**src/rtl/register_file_mp_if.sv**
```systemverilog
`default_nettype none
// ============================================================================
// Module      : register_file_mp_if
// Description : Read/write/stack bus between the datapath and register_file_mp.
// Revision    : 1.0 - initial release
// ============================================================================
interface register_file_mp_if #(
  parameter int DATA_W = 24,
  parameter int ADDR_W = 4
);
  logic [ADDR_W-1:0] rd_addr_a;
  logic [ADDR_W-1:0] rd_addr_b;
  logic [ADDR_W-1:0] rd_addr_c;
  logic [DATA_W-1:0] rd_data_a;
  logic [DATA_W-1:0] rd_data_b;
  logic [DATA_W-1:0] rd_data_c;
  logic              wr_en;
  logic [ADDR_W-1:0] wr_addr;
  logic [DATA_W-1:0] wr_data;
  logic [1:0]        sp_op;
  logic              sp_fault_clr;
  logic [DATA_W-1:0] sp;
  logic              sp_fault;
  logic [DATA_W-1:0] out_port;

  modport master (
    output rd_addr_a, rd_addr_b, rd_addr_c, wr_en, wr_addr, wr_data, sp_op, sp_fault_clr,
    input  rd_data_a, rd_data_b, rd_data_c, sp, sp_fault, out_port
  );

  modport slave (
    input  rd_addr_a, rd_addr_b, rd_addr_c, wr_en, wr_addr, wr_data, sp_op, sp_fault_clr,
    output rd_data_a, rd_data_b, rd_data_c, sp, sp_fault, out_port
  );
endinterface
`default_nettype wire

```
**src/rtl/register_file_mp.sv**
```systemverilog
`default_nettype none
// ============================================================================
// Module      : register_file_mp
// Description : 3-read/1-write register file, r0 hardwired to zero, with a
//               bounds-checked stack pointer and a dedicated output register.
// Revision    : 1.0 - initial release
// ============================================================================
module register_file_mp #(
  parameter int              DATA_W    = 24,
  parameter int              ADDR_W    = 4,
  parameter int              NUM_REGS  = 16,
  parameter int              SP_ADDR   = 14,
  parameter int              OUT_ADDR  = 15,
  parameter int              SP_RESET  = 964,
  parameter int              SP_MIN    = 0,
  parameter int              SP_MAX    = 1023,
  parameter int              SP_STEP   = 1,
  parameter logic [DATA_W-1:0] OUT_RESET = '1,
  parameter int              BYPASS    = 1
) (
  input  logic               clk,
  input  logic               rst,
  register_file_mp_if.slave  bus
);

  localparam int              c_DEPTH      = 2 ** ADDR_W;
  localparam logic [DATA_W-1:0] c_STEP       = DATA_W'(SP_STEP);
  localparam logic [DATA_W-1:0] c_PUSH_FLOOR = DATA_W'(SP_MIN + SP_STEP);
  localparam logic [DATA_W-1:0] c_POP_CEIL   = DATA_W'(SP_MAX - SP_STEP);

  // Full address-space view: unimplemented slots and r0 read as zero.
  logic [DATA_W-1:0] w_view [c_DEPTH];
  logic [c_DEPTH-1:0] w_impl;

  logic              w_wrValid;
  logic              w_spWr;
  logic              w_push;
  logic              w_pop;
  logic              w_pushOk;
  logic              w_popOk;
  logic              w_spBad;
  logic [DATA_W-1:0] w_sp;
  logic [DATA_W-1:0] w_spNext;
  logic              r_spFault;

  assign w_wrValid = bus.wr_en & w_impl[bus.wr_addr];
  assign w_spWr    = w_wrValid && (bus.wr_addr == ADDR_W'(SP_ADDR));
  assign w_sp      = w_view[SP_ADDR];
  assign w_push    = (bus.sp_op == 2'b01);
  assign w_pop     = (bus.sp_op == 2'b10);
  assign w_pushOk  = (w_sp >= c_PUSH_FLOOR);
  assign w_popOk   = (w_sp <= c_POP_CEIL);
  // An explicit SP write supersedes push/pop, so no fault is raised under it.
  assign w_spBad   = !w_spWr && ((w_push && !w_pushOk) || (w_pop && !w_popOk));

  always_comb begin
    w_spNext = w_sp;
    if (w_push && w_pushOk) begin
      w_spNext = w_sp - c_STEP;
    end else if (w_pop && w_popOk) begin
      w_spNext = w_sp + c_STEP;
    end
  end

  for (genvar i = 0; i < c_DEPTH; i++) begin : g_slot
    if (i == 0 || i >= NUM_REGS) begin : g_none
      assign w_view[i] = '0;
      assign w_impl[i] = 1'b0;
    end else begin : g_reg
      localparam logic [DATA_W-1:0] c_RST = (i == SP_ADDR)  ? DATA_W'(SP_RESET) :
                                            (i == OUT_ADDR) ? OUT_RESET : '0;
      logic [DATA_W-1:0] r_q;
      logic [DATA_W-1:0] w_d;

      if (i == SP_ADDR) begin : g_sp
        assign w_d = w_spWr ? bus.wr_data : w_spNext;
      end else begin : g_gp
        assign w_d = (w_wrValid && bus.wr_addr == ADDR_W'(i)) ? bus.wr_data : r_q;
      end

      always_ff @(posedge clk or negedge rst) begin
        if (!rst) begin
          r_q <= c_RST;
        end else begin
          r_q <= w_d;
        end
      end

      assign w_view[i] = r_q;
      assign w_impl[i] = 1'b1;
    end
  end

  always_ff @(posedge clk or negedge rst) begin
    if (!rst) begin
      r_spFault <= 1'b0;
    end else if (w_spBad) begin
      r_spFault <= 1'b1;
    end else if (bus.sp_fault_clr) begin
      r_spFault <= 1'b0;
    end
  end

  logic [ADDR_W-1:0] w_rdAddr [3];
  logic [DATA_W-1:0] w_rdData [3];

  assign w_rdAddr[0] = bus.rd_addr_a;
  assign w_rdAddr[1] = bus.rd_addr_b;
  assign w_rdAddr[2] = bus.rd_addr_c;

  for (genvar p = 0; p < 3; p++) begin : g_rd
    assign w_rdData[p] = (BYPASS != 0 && w_wrValid && bus.wr_addr == w_rdAddr[p])
                         ? bus.wr_data : w_view[w_rdAddr[p]];
  end

  assign bus.rd_data_a = w_rdData[0];
  assign bus.rd_data_b = w_rdData[1];
  assign bus.rd_data_c = w_rdData[2];
  assign bus.sp        = w_sp;
  assign bus.sp_fault  = r_spFault;
  assign bus.out_port  = w_view[OUT_ADDR];

endmodule
`default_nettype wire
```
**src/flat_wrapper.sv**
```systemverilog
// flat-port wrapper written by rule: the top's interface ports become plain ports
module register_file_mp_flat 
#(
  parameter int              DATA_W    = 24,
  parameter int              ADDR_W    = 4,
  parameter int              NUM_REGS  = 16,
  parameter int              SP_ADDR   = 14,
  parameter int              OUT_ADDR  = 15,
  parameter int              SP_RESET  = 964,
  parameter int              SP_MIN    = 0,
  parameter int              SP_MAX    = 1023,
  parameter int              SP_STEP   = 1,
  parameter logic [DATA_W-1:0] OUT_RESET = '1,
  parameter int              BYPASS    = 1
)
  (clk, rst, bus_rd_addr_a, bus_rd_addr_b, bus_rd_addr_c, bus_wr_en, bus_wr_addr, bus_wr_data, bus_sp_op, bus_sp_fault_clr, bus_rd_data_a, bus_rd_data_b, bus_rd_data_c, bus_sp, bus_sp_fault, bus_out_port);
  register_file_mp_if #(.DATA_W(DATA_W), .ADDR_W(ADDR_W)) bus_i ();
  input  logic clk;
  input  logic rst;
  input wire logic [$bits(bus_i.rd_addr_a)-1:0] bus_rd_addr_a;
  input wire logic [$bits(bus_i.rd_addr_b)-1:0] bus_rd_addr_b;
  input wire logic [$bits(bus_i.rd_addr_c)-1:0] bus_rd_addr_c;
  input wire logic [$bits(bus_i.wr_en)-1:0] bus_wr_en;
  input wire logic [$bits(bus_i.wr_addr)-1:0] bus_wr_addr;
  input wire logic [$bits(bus_i.wr_data)-1:0] bus_wr_data;
  input wire logic [$bits(bus_i.sp_op)-1:0] bus_sp_op;
  input wire logic [$bits(bus_i.sp_fault_clr)-1:0] bus_sp_fault_clr;
  output wire logic [$bits(bus_i.rd_data_a)-1:0] bus_rd_data_a;
  output wire logic [$bits(bus_i.rd_data_b)-1:0] bus_rd_data_b;
  output wire logic [$bits(bus_i.rd_data_c)-1:0] bus_rd_data_c;
  output wire logic [$bits(bus_i.sp)-1:0] bus_sp;
  output wire logic [$bits(bus_i.sp_fault)-1:0] bus_sp_fault;
  output wire logic [$bits(bus_i.out_port)-1:0] bus_out_port;
  assign bus_i.rd_addr_a = bus_rd_addr_a;
  assign bus_i.rd_addr_b = bus_rd_addr_b;
  assign bus_i.rd_addr_c = bus_rd_addr_c;
  assign bus_i.wr_en = bus_wr_en;
  assign bus_i.wr_addr = bus_wr_addr;
  assign bus_i.wr_data = bus_wr_data;
  assign bus_i.sp_op = bus_sp_op;
  assign bus_i.sp_fault_clr = bus_sp_fault_clr;
  assign bus_rd_data_a = bus_i.rd_data_a;
  assign bus_rd_data_b = bus_i.rd_data_b;
  assign bus_rd_data_c = bus_i.rd_data_c;
  assign bus_sp = bus_i.sp;
  assign bus_sp_fault = bus_i.sp_fault;
  assign bus_out_port = bus_i.out_port;
  register_file_mp #(.DATA_W(DATA_W), .ADDR_W(ADDR_W), .NUM_REGS(NUM_REGS), .SP_ADDR(SP_ADDR), .OUT_ADDR(OUT_ADDR), .SP_RESET(SP_RESET), .SP_MIN(SP_MIN), .SP_MAX(SP_MAX), .SP_STEP(SP_STEP), .OUT_RESET(OUT_RESET), .BYPASS(BYPASS)) u_core (.clk(clk), .rst(rst), .bus(bus_i));
endmodule
```
**config.mk**
```make
export PLATFORM = sky130hd
export DESIGN_NAME = register_file_mp_flat
export DESIGN_NICKNAME = d
export VERILOG_FILES = /design/src/rtl/register_file_mp_if.sv /design/src/rtl/register_file_mp.sv /design/src/flat_wrapper.sv
export SDC_FILE = /design/constraint.sdc
export NUM_CORES = 1
export LEC_CHECK = 0
export CORE_MARGIN = 8
export CORE_UTILIZATION = 55
export DETAILED_ROUTE_END_ITERATION = 10
export PLACE_DENSITY_LB_ADDON = 0.2
export REMOVE_ABC_BUFFERS = 1
export SLEW_MARGIN = 20
export SYNTH_ARGS = -nofsm -noshare
export SYNTH_HDL_FRONTEND = slang
export SYNTH_SLANG_ARGS = --single-unit
export TNS_END_PERCENT = 10
```
**constraint.sdc**
```tcl
create_clock -name clk -period 3.7 [get_ports clk]
set_input_delay 0.74 -clock clk [delete_from_list [all_inputs] [get_ports clk]]
set_output_delay 0.74 -clock clk [all_outputs]
set_load 0.1 [all_outputs]
```
# After elaboration in Yosys (flattened, before gate mapping)
# Memories as Yosys holds them, arrays and structs flattened.
# Index checks and enable logic that the tools add are counted.
# op_classes
addsub	2
order_cmp	6
n_eq_ne	20
n_mux	18
bitwise_logic	4
reduce_logical	29
# ops
op	count
binary-select mux 24 bit (select 4 bit)	3
2-to-1 mux 24 bit	12
== test 4 bit, second input constant	8
adder 24 x 1 -> 24 bit, second input constant	1
>= comparator 24 x 1 -> 1 bit, second input constant	1
less-or-equal comparator 24 x 10 -> 1 bit, second input constant	1
subtractor 24 x 1 -> 24 bit, second input constant	1
logical AND 1 bit	23
== test 4 x 3 -> 1 bit, second input constant	4
>= comparator 5 bit, second input constant	3
NOT 4 -> 5 bit	3
== test 4 bit	3
== test 4 x 2 -> 1 bit, second input constant	2
less-than comparator 4 x 5 -> 1 bit, second input constant	1
== test 4 x 1 -> 1 bit, second input constant	1
logical NOT 1 bit	3
2-to-1 mux 1 bit	3
nonzero test 3 bit	1
== test 2 x 1 -> 1 bit, second input constant	1
== test 2 bit, second input constant	1
nonzero test 2 bit	1
bitwise AND 1 bit	1
logical OR 1 bit	1
# word_totals
register_bits	361
rom_bits	16
input_bits	46
out_inout_bits	121
wordCells	96
mem_count	1
# memory_table
memory	words	width	rd	rd_ports_with_merged_regs	wr	line_no	text
(name not given)	16	1	1	0	0	register_file_mp.sv:46	assign w_wrValid = bus.wr_en & w_impl[bus.wr_addr];

# Logic depth before layout (Yosys ltp)
# Gate-level depths: netlist of run 1.
# logic_depth
ltp_word	7
mapped_depth	10
ltp_nobuf	8

# Worst setup path after synthesis of run 1
# OpenSTA, ideal clock, no wires.
# synth_timing
kind	input to output
startpoint	input port bus_rd_addr_b[0]
endpoint	output port bus_rd_data_b[10]
arrival_time_ns	3.054
t_required_ns	2.960
slack_ns	-0.094
path_stages	6
path_buffers	3
cell_sequence	clkbuf_1 > buf_2 > buf_2 > mux4_2 > mux4_2 > mux2_2
# synth_via
elab_chain_len	5
word_cells_on_any_way	7
cone_classes	1 x eq/ne; 4 x mux; 1 x bitwise; 1 x reduce/logical
# synth_rtl
item	line_no	text
from (decl)	flat_wrapper.sv:21	input wire logic [$bits(bus_i.rd_addr_b)-1:0] bus_rd_addr_b;
NOT 4 -> 5 bit (not written as such)	register_file_mp.sv:113	? bus.wr_data : w_view[w_rdAddr[p]];
binary-select mux 24 bit (select 4 bit)	register_file_mp.sv:113	
2-to-1 mux 24 bit (not written as such) (2 in a row)	register_file_mp.sv:113	
2-to-1 mux 24 bit *	register_file_mp.sv:113	
to (decl)	flat_wrapper.sv:29	output wire logic [$bits(bus_i.rd_data_b)-1:0] bus_rd_data_b;
# Mark *: on every way between the ends. The rest lies on a longest branch, timed or not. The select of a mux whose other input is x is not followed.

# Worst setup path in the final report of run 1
# layout_timing
startpoint	input port bus_rd_addr_c[0]
endpoint	output port bus_rd_data_c[8]
# layout_via
elab_chain_len	5
word_cells_on_any_way	7
cone_classes	1 x eq/ne; 4 x mux; 1 x bitwise; 1 x reduce/logical
# layout_rtl
item	line_no	text
from (decl)	flat_wrapper.sv:22	input wire logic [$bits(bus_i.rd_addr_c)-1:0] bus_rd_addr_c;
NOT 4 -> 5 bit (not written as such)	register_file_mp.sv:113	
binary-select mux 24 bit (select 4 bit)	register_file_mp.sv:113	
2-to-1 mux 24 bit (not written as such) (2 in a row)	register_file_mp.sv:113	
2-to-1 mux 24 bit *	register_file_mp.sv:113	
to (decl)	flat_wrapper.sv:30	output wire logic [$bits(bus_i.rd_data_c)-1:0] bus_rd_data_c;
# Marks and branches as above.

==> results of run 1 <==
## layout make-up
type	count	area, µm²	share of cell area, %
multi-input combinational	1068	14000	48.6
inverter	5	20.0	0.0695
tap	546	683	2.37
clock inverter	10	90.1	0.313
clock buffer	66	1290	4.49
sequential	361	9070	31.5
timing repair buffer	295	3640	12.6
## worst register-to-register path, delay by kind of cell, from the launching register on
kind                       cells  cell delay, ns
buffers and inverters          1            0.19
adders and majority gates      1            0.19
AOI/OAI and AO/OA              2            0.52
DFF                            1            0.56
and+or+nand+nor                3            1.28
xor gates and xnor gates       1            0.17
## flip-flops by register name, summed over array words and instances, names as in the netlist
register / flops
u_core.bus.sp_fault: 1
u_core.bus.out_port: 24
u_core.g_slot.g_reg.r_q: 312
u_core.bus.sp: 24
## cells in the final DEF (no fill, tap or decap), types with 12 or more instances in the layout
cell type,n
nand2_1,40
clkbuf_16,43
mux2_1,37
clkdlybuf4s50_1,33
mux2_2,443
xnor2_1,15
buf_4,145
nand3_1,13
o21ai_1,12
nor2_1,17
dfrtp_1,332
clkbuf_8,13
mux4_2,288
nand4_1,18
dfstp_2,29
a22o_1,71
buf_12,107
## power groups by stage
stage          Clock (mW)  Sequential, mW  Combinational (mW)
2_1_floorplan           0            6.90                5.01
3_3_place_gp            0            6.10                8.59
3_5_place_dp            0            6.20                8.69
4_1_cts              4.22            6.15                8.73
5_1_grt              4.37            6.34                9.03
6_report             4.17            6.21                8.71
## metal layers
layer	share of wire [%]	global-route usage, %
met3	9.7	7.04
met4	4.3	13.2
met1	40	41.1
met2	46	45.9
met5	0	0
## final timing paths
| check | slack, ns | depth (start not counted) | endpoint | start |
|---|---|---|---|---|
| min reg2reg | 0.55 | 1 | u_core.g_slot[6].g_reg.r_q[1] | u_core.g_slot[6].g_reg.r_q[1] |
| min in group clk | 0.55 | 1 | u_core.g_slot[6].g_reg.r_q[1] | u_core.g_slot[6].g_reg.r_q[1] |
| max in group asynchronous | 2.59 | 2 | u_core.bus.out_port[2] | rst |
| min | 0.18 | 1 | u_core.g_slot[13].g_reg.r_q[15] | rst |
| max reg2reg | 0.71 | 8 | u_core.bus.sp[2] | u_core.bus.sp[1] |
| max | 0.04 | 6 | bus_rd_data_c[8] | bus_rd_addr_c[0] |
## logic make-up (layout without fill, tap and decap cells)
| logic type | after synthesis | after routing | share of synthesized area, % |
|---|---|---|---|
| AND/OR/NAND/NOR | 159 | 159 | 3.58 |
| buffers and inverters | 183 | 376 | 2.96 |
| AO/OA/AOI/OAI | 112 | 112 | 3.79 |
| flip-flops | 361 | 361 | 38.3 |
| adder cells (fa/ha/maj) | 4 | 4 | 0.211 |
| XOR/XNOR | 25 | 25 | 0.925 |
| multiplexers | 768 | 768 | 50.2 |
## metrics by stage
| step | power (mW) | hold slack [ns] | instances |
|---|---|---|---|
| final | 19.1 | 0.176 | 2351 |
| after global routing | 19.7 | 0.244 | 2351 |
| after CTS | 19.1 | 0.217 | 2351 |
| after detailed placement | 14.9 | 0.531 | 2275 |
| after global placement | 14.7 | 0.516 | 2275 |
| after floorplan | 11.9 | 0.444 | 1434 |
==> results.toml, run 1 <==
[grt]
grt_pass1_wl_mm = 114
track_usage_pct = 30.1
antenna_found_initial = 0
grt_pass1_vias = 17712
gr-total-overflow = 0
grt_max_degree = 91

[place]
dp.final_hpwl_mm = 49.4
gp_congestion = 0.919
io_buffer_count = 166
place_area_mm2 = 0.0274
dp_worst_setup_slack_ns = 0.0642

[run_status]
status = "finished clean"

[sta]
tns_ns = 0
skew_ns = 0.00967
slew_headroom_pct = 34.0
fin_crit_sh_pct = 98.9
finalHoldViolCount = 0
setup_viol = 0
post-route-min-period_ns = 3.66
maxClockFrequency_mhz = 273
drv_slew = 0
rsz0062_at_grt = "false"
tightest_slew_ns = 0.985
setup_ws_ns = 0.0413

[die]
rows = 76
die_h_um = 223
dieWidth_um = 223
core_mm2 = 0.0428
dieArea_mm2 = 0.0499
initial_utilization_pct = 55.3
io_pins = 167

[critical_path]
crit_buf_inv = 3
cp-end-kind = "output port"
worst_path_max_delay_cell = "mux4_2"
path_delay_family = "multiplexers"
cp_data_arrival_time_ns = 2.92
worstPathRequired_ns = 2.96
cp_cell_sequence = "buf_6 > buf_12 > mux4_2 > mux4_2 > mux2_2 > buf_12"
worstSetupPathType = "in2out"
start_kind = "input port"
cp_slowest_stage_delay_ns = 0.54
path_max_fanout = 26

[yosys]
synthArstFlopShare_pct = 100
synth_top_area_cell = "dfrtp_1"
ys_ff_latch = 361
synthCells = 1612
synth.area.top_cells = "dfrtp_1, mux4_2, mux2_2, dfstp_2, a22o_1"
synth_edf_count = 0
synth_cell_types = 54
yosysSeqAreaShare_pct = 38.3
yosysTopAreaCellShare_pct = 35.1
ys.flop_type = "dfrtp_1"
syn_area_mm2 = 0.0237
ys_warn_count = 0
syn_area_per_cell_um2 = 14.7
yosysMostFrequentCell = "mux2_2"
ys_top_cells_by_count = "mux2_2, dfrtp_1, mux4_2, clkbuf_1, a22o_1"

[drt]
vias_per_cell = 7.24
avgRoutedWirePerCell_um = 31.8
totalWireLength_mm = 74.8
via_count = 17023
dr.first_iter.drc_count = 1917
dr.pass1.iters = 5
route.detailed.drc = 0
ant_nets = 0

[clocking]
postCtsSetupRepairBufs = 0
numCtsBuffers = 41
cts_htree_levels = 2
clock_latency_ns = 0.57
cts_hold_buffers = 0
cts_repair_resize_count = 0
cts_sinks = 361
clk_path_buf_depth = 3
root_buffer = "clkbuf_16"
clkTransAtPathRegs_ns = 0.06
cts_tree = "built"

[pwr]
comb_power_share_pct = 45.6
switching_share_pct = 40.7
seq_power_share_pct = 32.5
p_leak_nw = 11.6
ir_drop_uv = 628
power.share.clock_pct = 21.8
power.density_mw_per_mm2 = 663
internal_power_mw = 11.3
p_switching_mw = 7.77

[finish]
fin_util_pct = 67.3
fin_area_mm2 = 0.0288
area_growth_syn_to_layout_pct = 21.6
antenna_cells = 0
n_fill_cell = 3035
layout.nets = 1822
layout-drive-gt1-share_pct = 61.7

[job]
cap_violations = 0

[hold_path]
hp-class = "in2async"
Power figures use the tool's default switching activity.
==> inputs of run 2 (changes only) <==
- clock period: 3.7 -> 3.14 ns (I/O delays scaled with it)
==> results.toml, run 2 (synthesis gave the netlist of run 1 again) <==
[critical_path]
worstPathRequired_ns = 2.51
cp_data_arrival_time_ns = 2.54
rr_endpoint = "u_core.bus.sp[6]"
worstReg2RegStart = "u_core.bus.sp[11]"
reg2regPathDepth = 7
r2r_slack_ns = 0.29
start_kind = "flip-flop"
path_max_fanout = 13
cp-end-kind = "output port"
worstSetupPathType = "reg2out"

[die]
die_h_um = 223
core_mm2 = 0.0428
dieWidth_um = 223
initial_utilization_pct = 55.3
io_pins = 167
dieArea_mm2 = 0.0499
rows = 76

[clocking]
numCtsBuffers = 42
root_buffer = "clkbuf_16"
cts_sinks = 361
cts_tree = "built"
clk_path_buf_depth = 3
cts_htree_levels = 2
clkTransAtPathRegs_ns = 0.06
clock_latency_ns = 0.57

[finish]
top_register = "u_core.g_slot.g_reg.r_q"
layout-drive-gt1-share_pct = 64.7
final_common_cell = "mux2_2"
n_fill_cell = 2793
area_growth_syn_to_layout_pct = 28.0
largest_reg_flops = 312
antenna_cells = 0
layout.nets = 1929
final_cell_mix = "mux2_2, dfrtp_1, mux4_2, buf_4, buf_12"

[run_status]
failed_checks = "setup timing"
status = "complete, but fails checks"

[sta]
post-route-min-period_ns = 3.16
setup_ws_ns = -0.0231
skew_ns = 0.0106
tightest_slew_ns = 0.655
rsz0062_at_grt = "true"
drv_slew = 0
maxClockFrequency_mhz = 316
slew_headroom_pct = 55.9
fin_worst_hold_slack_ns = 0.545
setup_viol = 14
finalHoldViolCount = 0
fin_crit_sh_pct = 101

[drt]
route.detailed.drc = 0
dr.first_iter.drc_count = 1997
dr.pass1.iters = 5
via_count = 17487
avgRoutedWirePerCell_um = 31.6
drt-met1-wl_mm = 30.6
wl_met2_mm = 36.3
vias_per_cell = 7.11
totalWireLength_mm = 77.7
top_layer = "met4"
ant_nets = 0
dr_wl_met3_mm = 7.63

[hold_path]
hold_start = "u_core.g_slot[1].g_reg.r_q[4]"
min_delay_path_depth = 1
hp-class = "reg2reg"
min_to = "u_core.g_slot[1].g_reg.r_q[4]"

[grt]
track_usage_pct = 31.0
grt_pass1_vias = 18100
antenna_found_initial = 0
grt_pass1_wl_mm = 117
grt_max_degree = 83
gr-total-overflow = 0

[place]
gp_congestion = 0.930
dp_worst_setup_slack_ns = -0.198
dp.final_hpwl_mm = 52.0
io_buffer_count = 166

[pwr]
power.density_mw_per_mm2 = 765
p_leak_nw = 12.4
ir_drop_uv = 790

[job]
cap_violations = 0
[run 2: changes by cell type in the layout (fill, tap and decap cells not counted), moves of 6 or more]
| cell | change |
|---|---|
| buf_16 | +15 |
| buf_4 | +73 |
| buf_6 | +6 |
| clkbuf_16 | +8 |
| dfrtp_1 | -16 |
| dfrtp_2 | +16 |
| mux2_2 | -40 |
| mux2_4 | +41 |
[run 2: per-stage QoR]
step / power, mW / instance area, µm² / setup TNS (ns) / util [%] / instances
5_1_grt: 24.0 / 30300 / -0.802 / 70.8 / 2458
4_1_cts: 23.0 / 30000 / -0.708 / 70.0 / 2440
6_report: 23.2 / 30300 / -0.114 / 70.8 / 2458
3_5_place_dp: 17.7 / 28000 / -7.20 / 65.5 / 2349
3_3_place_gp: 17.4 / 28000 / -6.51 / 65.5 / 2349
2_1_floorplan: 14.0 / 23000 / -5.04 / - / 1434
[run 2: metal layers]
layer,up-vias,track usage (%)
met5,-,0
met4,0,12.7
met3,218,6.50
met2,1044,47.7
met1,9227,42.6
li1,6998,-
[run 2: critical path, stage by stage, from the launching register on]
cell	delay, ns
dfrtp_2	0.51
mux4_2	0.49
mux4_2	0.50
mux2_4	0.30
buf_12	0.17
[run 2: where the power goes]
| group | total [mW] | switching, mW | internal, mW |
|---|---|---|---|
| registers | 7.26 | 1.38 | 5.88 |
| clock network | 5.13 | 2.02 | 3.11 |
| logic | 10.8 | 5.91 | 4.88 |
[run 2: final cells by class]
class                           count  area, µm²  share of cell area, %
Timing Repair Buffer              401       4900                   16.2
Inverter                            5       20.0                 0.0661
Clock inverter                     11        130                  0.429
Clock buffer                       66       1320                   4.34
Multi-Input combinational cell   1068      14200                   46.7
Sequential cell                   361       9090                   30.0
Tap cell                          546        683                   2.25
[run 2: timing repair]
action	in CTS	in global routing
buffers inserted	7	12
resized for setup	77	27
pin swaps	1	0
hold endpoints to repair	37	0
gates cloned	6	6
setup endpoints to repair	72	61
hold buffers	1	0
[run 2: how the worst max path moves through the flow]
stage | startpoint | end | cells past startpoint
2_1_floorplan | bus_rd_addr_a[3] | bus_rd_data_a[0] | 4
3_3_place_gp | bus_rd_addr_a[0] | bus_rd_data_a[0] | 6
3_5_place_dp | bus_rd_addr_a[0] | bus_rd_data_a[0] | 6
4_1_cts | u_core.bus.sp[14] | bus_rd_data_a[14] | 4
5_1_grt | u_core.bus.sp[2] | bus_rd_data_b[2] | 4
6_report | u_core.bus.sp[4] | bus_rd_data_b[4] | 4
==> inputs of run 3 (changes only) <==
- ABC_AREA: default -> 1
- CORE_UTILIZATION: 55 -> 40
==> results.toml, run 3 <==
[clocking]
clock_latency_ns = 0.59
cts_tree = "built"
clkTransAtPathRegs_ns = 0.06
root_buffer = "clkbuf_16"
cts_hold_buffers = 0
clk_path_buf_depth = 3
numCtsBuffers = 45
cts_htree_levels = 2
cts_sinks = 361

[yosys]
syn_area_mm2 = 0.0251
ys_warn_count = 0
ys_ff_latch = 361
yosysSeqAreaShare_pct = 36.1
ys.flop_type = "dfrtp_1"
yosysTopAreaCellShare_pct = 33.1
synthArstFlopShare_pct = 100
synth_top_area_cell = "dfrtp_1"
synth_edf_count = 0
ys_top_cells_by_count = "nand2_1, o21ai_0, nand3_1, dfrtp_1, a21oi_1"
yosysMostFrequentCell = "nand2_1"
synthCells = 3796
synth_cell_types = 29
synth.area.top_cells = "dfrtp_1, o21ai_0, nand2_1, nand3_1, a21oi_1"
syn_area_per_cell_um2 = 6.62

[place]
dp.final_hpwl_mm = 71.1
gp_congestion = 0.987
io_buffer_count = 166

[drt]
dr.first_iter.drc_count = 3306
vias_per_cell = 5.86
via_count = 27911
route.detailed.drc = 0
ant_nets = 0
dr.pass1.iters = 6
totalWireLength_mm = 107
avgRoutedWirePerCell_um = 22.5

[pwr]
ir_drop_uv = 497
p_leak_nw = 14.0
p_total_mw = 21.5
power.density_mw_per_mm2 = 684

[die]
rows = 92
dieWidth_um = 267
io_pins = 167
dieArea_mm2 = 0.0711
core_mm2 = 0.0626
die_h_um = 267
initial_utilization_pct = 40.1

[sta]
post-route-min-period_ns = 2.98
setup_viol = 0
fin_worst_hold_slack_ns = 0.0282
rsz0062_at_grt = "false"
fin_crit_sh_pct = 94.9
finalHoldViolCount = 0
tightest_slew_ns = 0.735
drv_slew = 0
slew_headroom_pct = 51.0
maxClockFrequency_mhz = 336
skew_ns = 0.0207

[critical_path]
rr_endpoint = "u_core.bus.sp[4]"
crit_path_end = "bus_rd_data_c[9]"
crit_start = "u_core.bus.sp[9]"
start_kind = "flip-flop"
cp_data_arrival_time_ns = 2.35
critPathMostFrequentCell = "nand3_1"
reg2regPathDepth = 12
worstSetupPathType = "reg2out"
worstPathRequired_ns = 2.51
worst_path_max_delay_cell = "dfstp_4"
cp_slowest_stage_delay_ns = 0.72
path_max_fanout = 9
r2r_slack_ns = 0.74
worstReg2RegStart = "u_core.bus.sp[1]"
cp-end-kind = "output port"
cp_cell_sequence = "inv_1 > a21oi_1 > o21ai_0 > nand3_1 > nand3_1 > a31oi_2 > buf_12"

[finish]
final_cell_mix = "nand2_1, o21ai_0, nand3_1, dfrtp_1, a21oi_1"
multiInputGateArea_mm2 = 0.0141
layout.nets = 3929
layout-drive-gt1-share_pct = 14.4
top_register = "u_core.g_slot.g_reg.r_q"
area_growth_syn_to_layout_pct = 25.0
largest_reg_flops = 312
ff_latch_area_mm2 = 0.00907
n_fill_cell = 6333
final_common_cell = "nand2_1"

[grt]
gr-total-overflow = 0
grt_pass1_wl_mm = 160
grt_max_degree = 76
antenna_found_initial = 2
track_usage_pct = 28.9
grt_pass1_vias = 25626

[run_status]
status = "finished clean"

[job]
cap_violations = 0

[hold_path]
hp-class = "in2async"
[run 3: cell count changes in the layout (fill, tap and decap cells not counted), sizes merged, moves of 9 or more]
cell,delta
inv,+219
nor4,-9
a31oi,+47
mux4,-288
nand2,+774
xor2,+18
o211ai,+173
nor2,+221
a22o,-71
mux2,-480
a21oi,+323
o21ai,+747
nand3,+399
[run 3: cell families after synthesis]
group	synth area share (%)
AND/OR/NAND/NOR	24.8
AO/OA/AOI/OAI	28.2
buffers and inverters	9.36
flip-flops	36.1
XOR/XNOR	1.25
adder cells (fa/ha/maj)	0.199
[run 3: worst min-delay path by stage]
stage | slack, ns | start | to
after floorplan | 0.33 | rst | u_core.bus.sp[0]
after global placement | 0.47 | u_core.g_slot[11].g_reg.r_q[12] | u_core.g_slot[11].g_reg.r_q[12]
after detailed placement | 0.47 | u_core.g_slot[5].g_reg.r_q[5] | u_core.g_slot[5].g_reg.r_q[5]
after CTS | 0.04 | rst | u_core.g_slot[9].g_reg.r_q[4]
after global routing | 0.07 | rst | u_core.g_slot[9].g_reg.r_q[6]
final | 0.03 | rst | u_core.g_slot[9].g_reg.r_q[4]
[run 3: critical path, delay by kind of cell (launching register included)]
kind                   cells  cell delay [ns]
AND/OR/NAND/NOR            2             0.23
buffers and inverters      2             0.35
AO/OA/AOI/OAI              3             0.48
flip-flops                 1             0.72
[run 3: final cells by class]
class	count	share of cell area, %
Antenna cell	1	0.00797
Clock buffer	68	4.35
Clock inverter	15	0.586
Inverter	223	2.66
Multi-Input combinational cell	2851	44.9
Sequential cell	361	28.9
Tap cell	846	3.37
Timing Repair Buffer	397	15.2
[run 3: metrics by stage]
step	cells	setup slack (ns)	TNS (ns)	util (%)	area (µm²)
3_5_place_dp	4671	-0.0948	-1.86	46.8	29300
4_1_cts	4756	-0.0497	-0.311	49.7	31100
2_1_floorplan	3435	-2.10	-112.54	-	23600
6_report	4762	0.161	0	50.2	31400
5_1_grt	4761	0.0475	0	50.2	31400
3_3_place_gp	4671	-0.110	-1.64	46.8	29300
[run 3: routing by layer]
metal,GRT usage [%],vias to the layer above,part of all wire (%)
li1,-,13092,-
met1,39.5,13083,42
met2,45.0,1451,44
met3,4.59,283,9.3
met4,12.4,2,4.6
met5,0,-,0.012
[run 3: report_power, final]
part           internal (mW)  switching [mW]  total [mW]
clock network           3.32            2.19        5.51
logic                   2.78            6.28        9.06
registers               5.75            1.16        6.90
total                   11.9            9.62        21.5
[run 3: timing repair]
| action | 4_1_cts | 5_1_grt |
|---|---|---|
| buffers inserted | 1 | 2 |
| cloned | 1 | 4 |
| gates resized for setup | 45 | 38 |
| endpoints found under the setup margin | 56 | 68 |
| pin swaps | 1 | 4 |
